$ cat config.mk
export PLATFORM = sky130hd
export DESIGN_NAME = dcache_l2c_req_ctrl
export DESIGN_NICKNAME = d
export VERILOG_FILES = /design/src/rtl/dcache_l2c_req_ctrl.sv
export SDC_FILE = /design/constraint.sdc
export NUM_CORES = 1
export LEC_CHECK = 0
export CORE_AREA = 2 2 443 445
export CTS_CLUSTER_DIAMETER = 100
export CTS_CLUSTER_SIZE = 16
export DETAILED_ROUTE_END_ITERATION = 8
export DIE_AREA = 0 0 445 447
export GPL_TIMING_DRIVEN = 1
export SLEW_MARGIN = 20
export SYNTH_ARGS = -nofsm -noshare
export SYNTH_HDL_FRONTEND = slang
export SYNTH_SLANG_ARGS = --single-unit
$ cat constraint.sdc
create_clock -name clk_i -period 2.1 [get_ports clk_i]
set_input_delay 0.315 -clock clk_i [delete_from_list [all_inputs] [get_ports clk_i]]
set_output_delay 0.315 -clock clk_i [all_outputs]
set_load 0.05 [all_outputs]
$ cat src/rtl/dcache_l2c_req_ctrl.sv
// L1 D-cache miss-request controller: marks the next ready MSHR line, issues it to L2C,
// buffers L2C answers in a 2-entry refill FIFO and drops answers that are stale after a flush.
module dcache_l2c_req_ctrl #(
    parameter int LINE_ADDR_W = 26,
    parameter int LINE_W      = 512,
    parameter int MAX_PENDING = 4,
    parameter int CNT_W       = $clog2(MAX_PENDING + 1)
) (
    input  logic                   clk_i,
    input  logic                   rst_ni,
    input  logic                   flush_i,
    input  logic                   mshr_req_available_i,
    input  logic [LINE_ADDR_W-1:0] mshr_line_addr_i,
    input  logic                   mshr_add_i,
    output logic                   mshr_put_wait_o,
    output logic                   l2c_req_valid_o,
    input  logic                   l2c_req_ready_i,
    output logic [LINE_ADDR_W-1:0] l2c_req_line_addr_o,
    input  logic                   l2c_ans_valid_i,
    output logic                   l2c_ans_ready_o,
    input  logic [LINE_ADDR_W-1:0] l2c_ans_line_addr_i,
    input  logic [LINE_W-1:0]      l2c_ans_line_i,
    output logic                   refill_valid_o,
    input  logic                   refill_ready_i,
    output logic [LINE_ADDR_W-1:0] refill_line_addr_o,
    output logic [LINE_W-1:0]      refill_line_o,
    output logic [CNT_W-1:0]       inflight_o
);

    typedef enum logic {IDLE, ISSUE} state_e;

    localparam logic [CNT_W-1:0] MAX_CNT = CNT_W'(MAX_PENDING);
    localparam logic [CNT_W-1:0] ONE     = CNT_W'(1);

    state_e                 state_q, state_d;
    logic [LINE_ADDR_W-1:0] req_addr_q;
    logic [CNT_W-1:0]       inflight_q, inflight_d;
    logic [CNT_W-1:0]       discard_q, discard_d;
    logic                   mark, req_fire, ans_fire, push, pop;

    logic [LINE_ADDR_W-1:0] buf_addr_q [2];
    logic [LINE_W-1:0]      buf_line_q [2];
    logic                   wr_ptr_q, rd_ptr_q;
    logic [1:0]             cnt_q;

    // MSHR add and clr_all beat put_wait inside the MSHR, so marking must yield to them.
    always_comb begin
        state_d         = state_q;
        mark            = 1'b0;
        l2c_req_valid_o = 1'b0;
        req_fire        = 1'b0;
        case (state_q)
            IDLE: begin
                mark = mshr_req_available_i && !mshr_add_i && !flush_i && (inflight_q < MAX_CNT);
                if (mark) state_d = ISSUE;
            end
            ISSUE: begin
                l2c_req_valid_o = 1'b1;
                req_fire        = l2c_req_ready_i;
                if (l2c_req_ready_i) state_d = IDLE;
            end
            default: state_d = IDLE;
        endcase
    end

    assign mshr_put_wait_o     = mark;
    assign l2c_req_line_addr_o = req_addr_q;

    assign l2c_ans_ready_o = (discard_q != '0) || (cnt_q != 2'd2);
    assign ans_fire        = l2c_ans_valid_i && l2c_ans_ready_o;
    assign push            = ans_fire && (discard_q == '0) && !flush_i;
    assign pop             = (cnt_q != 2'd0) && refill_ready_i;

    // A request still waiting in ISSUE at flush time will be issued later, so its answer is stale too.
    always_comb begin
        inflight_d = inflight_q;
        if (req_fire) inflight_d = inflight_d + ONE;
        if (ans_fire) inflight_d = inflight_d - ONE;
        discard_d = discard_q;
        if (flush_i)
            discard_d = inflight_d + (((state_q == ISSUE) && !l2c_req_ready_i) ? ONE : '0);
        else if (ans_fire && (discard_q != '0))
            discard_d = discard_q - ONE;
    end

    always_ff @(posedge clk_i or negedge rst_ni) begin
        if (!rst_ni) begin
            state_q    <= IDLE;
            req_addr_q <= '0;
            inflight_q <= '0;
            discard_q  <= '0;
        end else begin
            state_q    <= state_d;
            inflight_q <= inflight_d;
            discard_q  <= discard_d;
            if (mark) req_addr_q <= mshr_line_addr_i;
        end
    end

    always_ff @(posedge clk_i or negedge rst_ni) begin
        if (!rst_ni) begin
            for (int i = 0; i < 2; i++) begin
                buf_addr_q[i] <= '0;
                buf_line_q[i] <= '0;
            end
            wr_ptr_q <= 1'b0;
            rd_ptr_q <= 1'b0;
            cnt_q    <= 2'd0;
        end else if (flush_i) begin
            wr_ptr_q <= 1'b0;
            rd_ptr_q <= 1'b0;
            cnt_q    <= 2'd0;
        end else begin
            if (push) begin
                buf_addr_q[wr_ptr_q] <= l2c_ans_line_addr_i;
                buf_line_q[wr_ptr_q] <= l2c_ans_line_i;
                wr_ptr_q             <= ~wr_ptr_q;
            end
            if (pop) rd_ptr_q <= ~rd_ptr_q;
            case ({push, pop})
                2'b10:   cnt_q <= cnt_q + 2'd1;
                2'b01:   cnt_q <= cnt_q - 2'd1;
                default: cnt_q <= cnt_q;
            endcase
        end
    end

    assign refill_valid_o     = (cnt_q != 2'd0);
    assign refill_line_addr_o = buf_addr_q[rd_ptr_q];
    assign refill_line_o      = buf_line_q[rd_ptr_q];
    assign inflight_o         = inflight_q;

    // An answer with nothing in flight means the L2C side lost track of requests.
    assert property (@(posedge clk_i) disable iff (!rst_ni) !(ans_fire && (inflight_q == '0)));

endmodule

## After elaboration in Yosys (flattened, before gate mapping)

Cells that the tools add are included.

- Muxes and demuxes: 29
- Add/subtract/negate cells: 6
- Bitwise operators: 6
- Reductions and logical operators: 22
- Shift operators: 0
- Equal/unequal tests: 3
- Multiply operators: 0
- Divide/modulo/power cells: 0
- $lt $le $gt $ge: 4

Operators by type and width:

| cell | number |
|---|---|
| $mux 512 | 4 |
| $bwmux 1024 | 1 |
| $demux 512 s1 | 1 |
| $mux 26 | 4 |
| $bwmux 52 | 1 |
| $demux 26 s1 | 1 |
| $mux 3 | 4 |
| $logic_and 1x1->1 | 10 |
| $mux 1 | 10 |
| $reduce_bool 2->1 | 4 |
| $reduce_bool 3->1 | 2 |
| $sub 3x1->3 const B | 2 |
| $ge 2x2->1 const B | 2 |
| $not 1->1 | 4 |
| $not 1->2 | 2 |
| $pmux 2 s2 | 1 |
| $add 3x1->3 | 1 |
| $add 3x1->3 const B | 1 |
| $logic_not 1->1 | 3 |
| $logic_not 3->1 | 1 |
| $lt 3x3->1 const B | 1 |
| $add 2x1->2 const B | 1 |
| $eq 2x1->1 const B | 1 |
| $eq 2x2->1 const B | 1 |
| 7 further kinds | 7 |

- Logic and storage cells: 81
- Input bits: 572
- Bits in writable memories: 0
- Bits in read-only memories: 0
- Latch bits: 0
- Register bits: 1113
- Memories kept: 0

## Longest topological paths before layout

- Depth in word-level cells: 8
- Depth in mapped cells: 10

## Worst setup path after synthesis

No wires, ideal clock.

- Kind: register -> register
- Start: register discard_q[0]
- End: register discard_q[2]
- Path slack: -0.426 ns
- Stages on the path, launching flop included: 11
- Arrival time: 2.448 ns
- Clock period less this slack: 2.526 ns
- Buffers on the path: 0
- Data required time: 2.023 ns
- Cells stage by stage: dfrtp_1 -> inv_1 -> ha_1 -> ha_1 -> nand3b_1 -> nand2_1 -> xor2_1 -> ha_1 -> ha_1 -> xnor3_1 -> a21oi_1

- Longest elaborated chain between the ends: 6
- Elaborated cells between the ends (all ways): 10

RTL lines:

| item | line | text |
|---|---|---|
| start: declaration | 38 | `logic [CNT_W-1:0] discard_q, discard_d;` |
| start signal: assignment | 95 | `discard_q <= discard_d;` |
| $reduce_bool 3->1 | 69 | `assign l2c_ans_ready_o = (discard_q != '0) \|\| (cnt_q != 2'd2);` |
| $logic_or 1x1->1 | 69 |  |
| net l2c_ans_ready_o | 20 | `output logic l2c_ans_ready_o,` |
| $logic_and 1x1->1 | 70 | `assign ans_fire = l2c_ans_valid_i && l2c_ans_ready_o;` |
| $mux 3 | 78 | `if (ans_fire) inflight_d = inflight_d - ONE;` |
| net inflight_d[0] | 37 | `logic [CNT_W-1:0] inflight_q, inflight_d;` |
| $add 3x1->3 | 81 | `discard_d = inflight_d + (((state_q == ISSUE) && !l2c_req_ready_i) ? ONE : '0);` |
| $mux 3 | 80 | `if (flush_i)` |

The timed path passes the listed nets, and every way through them passes these cells. The select of a mux whose other input is x is not followed.
A chain may end at the register's enable or synchronous reset.

## Worst setup path after layout

- Start: register rd_ptr_q
- End: output port refill_line_o[278]

- Longest elaborated chain between the ends: 4

RTL lines:

| item | line | text |
|---|---|---|
| start: declaration | 43 | `logic wr_ptr_q, rd_ptr_q;` |
| start signal: assignment | 119 | `if (pop) rd_ptr_q <= ~rd_ptr_q;` |
| $not 1->2 (implied by the code) | 130 | `assign refill_line_o = buf_line_q[rd_ptr_q];` |
| $mux 512 (implied by the code) (3 in series) | 130 |  |
| end: declaration | 26 | `output logic [LINE_W-1:0] refill_line_o,` |

No other way between the ends. The select of a mux whose other input is x is not followed.

==> results.toml <==
[outcome]
status = "finished, violations left"
violations = "setup timing"

[finish]
multi_input_area_sq_um = 19200
area_growth_pct = 38.2
fillers = 18900
regArea_sq_um = 27900
final_layout_size_suffix_gt1_share_pct = 58.6
nNetsFinal = 4819
final_core_util_pct = 34.2

[synth]
synthAdderAreaFrac_pct = 0.156
synthTopCellsByCount = "mux2_2 (1640), dfrtp_1 (1113), clkbuf_1 (60)"
synth_compound_area_share_pct = 0.148
synthXorXnorAreaFrac_pct = 0.156
ys_top_cells_by_area = "dfrtp_1 (58%), mux2_2 (38%), buf_6 (1.3%)"
post-synth-top-area-cell = "dfrtp_1"
netlist_area_sq_um = 48100
synthCells = 2993
synth-seq-cells = 1113
synth_flop_cell = "dfrtp_1"
postSynthAreaPerCell_sq_um = 16.1
synth_nets = 3571
synth.most_common_cell = "mux2_2"
synth-simple-area-share_pct = 0.341
synth_enable_flop_cells = 0
netlist-cell-type-count = 31
ys_async_sr_fraction_pct = 100
synthMuxAreaShare_pct = 38.5
synth_top_family_by_area = "multiplexers"
ys_warn_count = 0
synth_top_cell_area_share_pct = 58.0
yosysSeqAreaShare_pct = 58.0

[floorplanning]
rows = 162
initial_utilization_pct = 24.8
die_width_microns = 445
die_y_microns = 447
core_sq_um = 194000
io_pins = 1143
dieArea_sq_um = 199000

[global_routing]
grt_usage_pct = 15.7
antenna_found_initial = 55
grt_max_degree = 81
overflow = 0
grt_pass1_vias = 32400
grt_pass1_wl_mm = 231

[timing]
clock-skew-final_ns = 0.0350
relSlewSlack_pct = 59.5
max_freq_mhz = 375
rsz0062_at_grt = "true"
final.period_utilization_pct = 127
hold_slack_ns = 0.143
min_period_ns = 2.67
hold_violations = 0
tightest_slew_ns = 0.608
finalMaxSlewViolations = 0
layout_setup_ws_ns = -0.567
finalSetupViolations = 1639
setup_tns_ns = -501.77

[setup_path]
worst_r2r_path_depth = 10
crit_path_max_fanout = 34
worstPathArrival_ns = 2.35
setup.worst_path.class = "flop to output port"
cpPeakStageDelay_ns = 0.50
cp_slowest_cell = "dfrtp_4"
crit_required_ns = 1.78
path_depth = 4
crit_path_end_kind = "output port"
crit_family = "buffers and inverters"
path_cells = "buf_16 -> buf_12 -> mux2_2 -> buf_4"
rrSetupSlack_ns = -0.31
path_buf_inv = 3
cp-start-kind = "flop"

[run]
maxCapViolCount = 0

[clock_network]
cts_tree = "done"
cts.sinks = 1113
worst_skew_pair.late_latency_ns = 0.71
clk_pin_slew_ns = 0.07
cts_max_level = 3
cts_buffers = 84
clockBufferDepth = 3
cts_root_buf = "clkbuf_16"

[route]
firstDrtPassIters = 5
via_per_inst = 4.42
drc = 0
routedWlPerCell_microns = 24.1
antenna_left = 0
drt-initial-drc-count = 1349
dr_total_vias = 30200
finalWirelength_mm = 165

[min_path]
hp-class = "input pin to asynchronous set/reset pin"

[placement]
gp_congestion = 0.839
place_hpwl_mm = 125
port_buffers = 1142

[power]
ir_drop_v = 0.000835
leakage_nw = 29.8
finalPower_mw = 106
power.density_nw_per_um2 = 1600
==> path summary, 6_finish.rpt <==
check / startpoint / end
setup / recovery: rd_ptr_q / refill_line_o[278]
hold / removal: rst_ni / buf_line_q[464]
setup reg to reg: discard_q[1] / buf_line_q[595]
hold reg to reg: buf_addr_q[16] / buf_addr_q[16]
max in group asynchronous: rst_ni / buf_line_q[869]
min in group clk_i: mshr_line_addr_i[23] / l2c_req_line_addr_o[23]
==> routing by layer <==
layer | routed length [microns] | vias to the layer above | GRT usage, %
met3 | 10700 | 221 | 4.84
met4 | 4680 | 12 | 4.96
met2 | 80800 | 784 | 26.3
li1 | - | 13200 | -
met1 | 68800 | 15900 | 19.3
met5 | 77 | - | 0
==> sequential cells by signal, indices dropped and copies added (netlist names) <==
signal	count
l2c_req_line_addr_o	26
rd_ptr_q	1
wr_ptr_q	1
buf_line_q	1024
inflight_o	3
buf_addr_q	52
state_q	1
discard_q	3
cnt_q	2
==> kinds of logic (layout without fill, tap and decap cells) <==
family | after synthesis | after routing
muxes | 1642 | 1642
DFF | 1113 | 1113
buffers and inverters | 186 | 1453
and+or+nand+nor | 27 | 27
AOI/OAI and AO/OA | 12 | 12
xor gates and xnor gates | 7 | 7
adders and majority gates | 6 | 6
other | 0 | 36
==> timing repair <==
item	4_1_cts	5_1_grt
gates cloned	0	16
gates resized for setup	89	197
pin swaps	0	0
hold buffers	1	0
endpoints found under the setup margin	1640	1647
endpoints found under the hold margin	208	0
buffers inserted	0	5
==> layout make-up <==
| class | instances | area share [%] |
|---|---|---|
| clock buffers | 87 | 3.20 |
| clock inverters | 18 | 0.465 |
| multi-input cells | 1694 | 28.9 |
| diodes | 36 | 0.136 |
| inverters | 4 | 0.0226 |
| repair buffers | 1344 | 20.5 |
| well taps | 2542 | 4.79 |
| flip-flops and latches | 1113 | 41.9 |
==> placed cells by master, fill, tap and decap left out, types with 5 or more instances in the layout <==
cell type,n
mux2_2,1558
dfrtp_1,1112
clkdlybuf4s50_1,598
buf_4,510
buf_6,101
clkbuf_16,95
buf_12,84
mux2_4,82
diode_2,36
buf_8,29
buf_16,10
nand2_1,7
xor2_1,5
a21oi_1,5
nor2_1,5
==> through the flow <==
stage	instance area, sq um	std cells	worst slack, ns
after global placement	62300	6675	-0.524
after detailed placement	62300	6675	-0.504
after floorplan	48100	2993	-0.191
after CTS	65100	6781	-0.701
after global routing	66400	6822	-0.689
final	66400	6838	-0.567
==> power by group <==
group,switching [mW],internal (mW),total [mW]
clock network,8.22,7.63,15.9
registers,4.10,30.3,34.4
logic,33.7,22.5,56.2
Note: power is estimated with default switching activity, not from simulation.
==> variant: new RTL, config.mk and constraints unchanged <==
Change the parameter `LINE_W` from 512 to 256.
--- a/src/rtl/dcache_l2c_req_ctrl.sv
+++ b/src/rtl/dcache_l2c_req_ctrl.sv
@@ -3,5 +3,5 @@
 module dcache_l2c_req_ctrl #(
     parameter int LINE_ADDR_W = 26,
-    parameter int LINE_W      = 512,
+    parameter int LINE_W      = 256,
     parameter int MAX_PENDING = 4,
     parameter int CNT_W       = $clog2(MAX_PENDING + 1)
Interface: changed (resized l2c_ans_line_i and refill_line_o); port bits go from 1143 to 631. The function was not compared with the original's and may differ.
==> variant against the unedited design <==
- the flow still finishes with violations (setup timing)
- cell area decreased by 37%
- synthesized area down 43%
- worst setup slack improved by 180 ps
- final cell count fell by 27%
- count of clock-buffer cells in the layout decreased by 37
- sequential cell count fell by 512
- sequential share of layout area fell by 5.8 points
- routed wire length shrank 46%
- hold slack improved by 49 ps
- total power shrank 43%
- sequential power down 45%
- critical path type unchanged
- largest cell class unchanged
==> variant: results (changes against the unedited design) <==
detailed_routing:
  dr.first_iter.drc_count: 689  # -49%
  wire_per_inst_um: 17.8  # -26%
  viasPerCell: 3.36  # -24%
  dr.pass1.iters: 4  # -1
  num_vias: 16800  # -44%
worst_setup_path:
  r2r_setup_slack_ps: -210  # +100 ps
  slowest_delay_ps: 520  # +20 ps
  crit_fanout: 8  # -76%
  worst_ep_arrival_time_ps: 2170  # -180 ps
synth:
  synth.area.top_cells: "dfrtp_1, mux2_2, mux2_4, mux2_1, buf_12"
  synth_nets: 1950  # -45%
  synth-seq-cells: 601  # -46%
  synth-seq-area-share_pct: 55.2  # -2.7 points
  yosys.area_share.xor_xnor_pct: 0.276  # +0.12 points
  synth-adder-area-share_pct: 0.276  # +0.12 points
  yosysUniqueCellTypes: 36  # +16%
  ys_top_cells_by_count: "dfrtp_1, mux2_2, mux2_4"
  avgSynthCellArea_um2: 16.7  # +4.2%
placement:
  dp_slack_ps: -360  # +144 ps
  post-dp-hpwl_mm: 59.8  # -52%
  globalplace.congestion: 0.796  # -5.1%
  placed_cell_area_mm2: 0.0367  # -41%
layout:
  nonClkBufAreaFrac_pct: 24.7  # +4.2 points
  largest_reg_flops: 512  # -50%
  fillers: 20500  # +8.8%
  syn2layout_area_growth_pct: 52.9
  clkbuf_count: 50  # -43%
  clkCellAreaFrac_pct: 3.14  # -0.52 points
  sh_seq_area_pct: 36.1  # -5.8 points
  n_antenna_cell: 22  # -39%
  nets: 2749  # -43%
  nNonClkBuffers: 848  # -37%
grt:
  grt_pass1_wl_mm: 118  # -49%
  antenna_found_initial: 23  # -58%
run_status:
  violations: "setup timing"
  status: "finished with violations"
sta:
  finalWorstSetupSlack_ps: -383  # +184 ps
  relSlewSlack_pct: 62.3  # +2.8 points
  setup_viol: 847  # -48%
  fin_setup_tns_ps: -148350  # +353420 ps
  holdWs_ps: 192  # +49.1 ps
  fin_skew_ps: 33.3  # -1.68 ps
clock_tree:
  post_cts_buffers: 4  # +4
  cts_made_buffers: 46  # -45%
  cts_resized: 53  # -40%
power_and_ir_drop:
  p_leak_uw: 0.0179  # -40%
-- variant: changes by cell type in the layout (fill, tap and decap cells not counted), moves of 3 or more --
| cell | unedited run | this run |
|---|---|---|
| buf_8 | 29 | 48 |
| mux2_2 | 1558 | 383 |
| buf_6 | 101 | 228 |
| dfrtp_1 | 1112 | 600 |
| buf_4 | 510 | 107 |
| clkdlybuf4s50_1 | 598 | 343 |
| mux2_4 | 82 | 385 |
| diode_2 | 36 | 22 |
| buf_12 | 84 | 60 |
| mux2_1 | 0 | 104 |
| clkbuf_16 | 95 | 88 |
| inv_16 | 3 | 0 |
| buf_16 | 10 | 19 |
-- variant: logic make-up (layout without fill, tap and decap cells) --
family	Yosys count	count (layout)
simple gates	27	27
fa+ha+maj	6	6
other cells	0	22
buf+inv	101	910
mux	874	874
flops	601	601
compound gates	12	12
xor+xnor	7	7
-- variant: power breakdown --
group          switching, µW  internal (µW)  total, µW
combinational          18600          15100      33600
sequential              2440          16400      18800
clock                   4420           4230       8650
total                  25400          35700      61100
-- variant: routing by layer --
| layer | wire length [µm] | track usage [%] |
|---|---|---|
| met5 | 21 | 0 |
| met4 | 4130 | 4.68 |
| met3 | 3410 | 1.75 |
| met2 | 46600 | 13.8 |
| met1 | 34700 | 8.51 |
-- variant: worst max-delay path by stage --
| stage | to | slack, ps | cells past startpoint |
|---|---|---|---|
| after floorplan | discard_q[2]$_DFFE_PN0P_ | -200 | 10 |
| after global placement | buf_line_q[32]$_DFFE_PN0P_ | -310 | 7 |
| after detailed placement | buf_line_q[32]$_DFFE_PN0P_ | -360 | 7 |
| after CTS | refill_line_o[26] | -470 | 4 |
| after global routing | refill_line_o[24] | -460 | 5 |
| final | refill_line_o[220] | -380 | 5 |
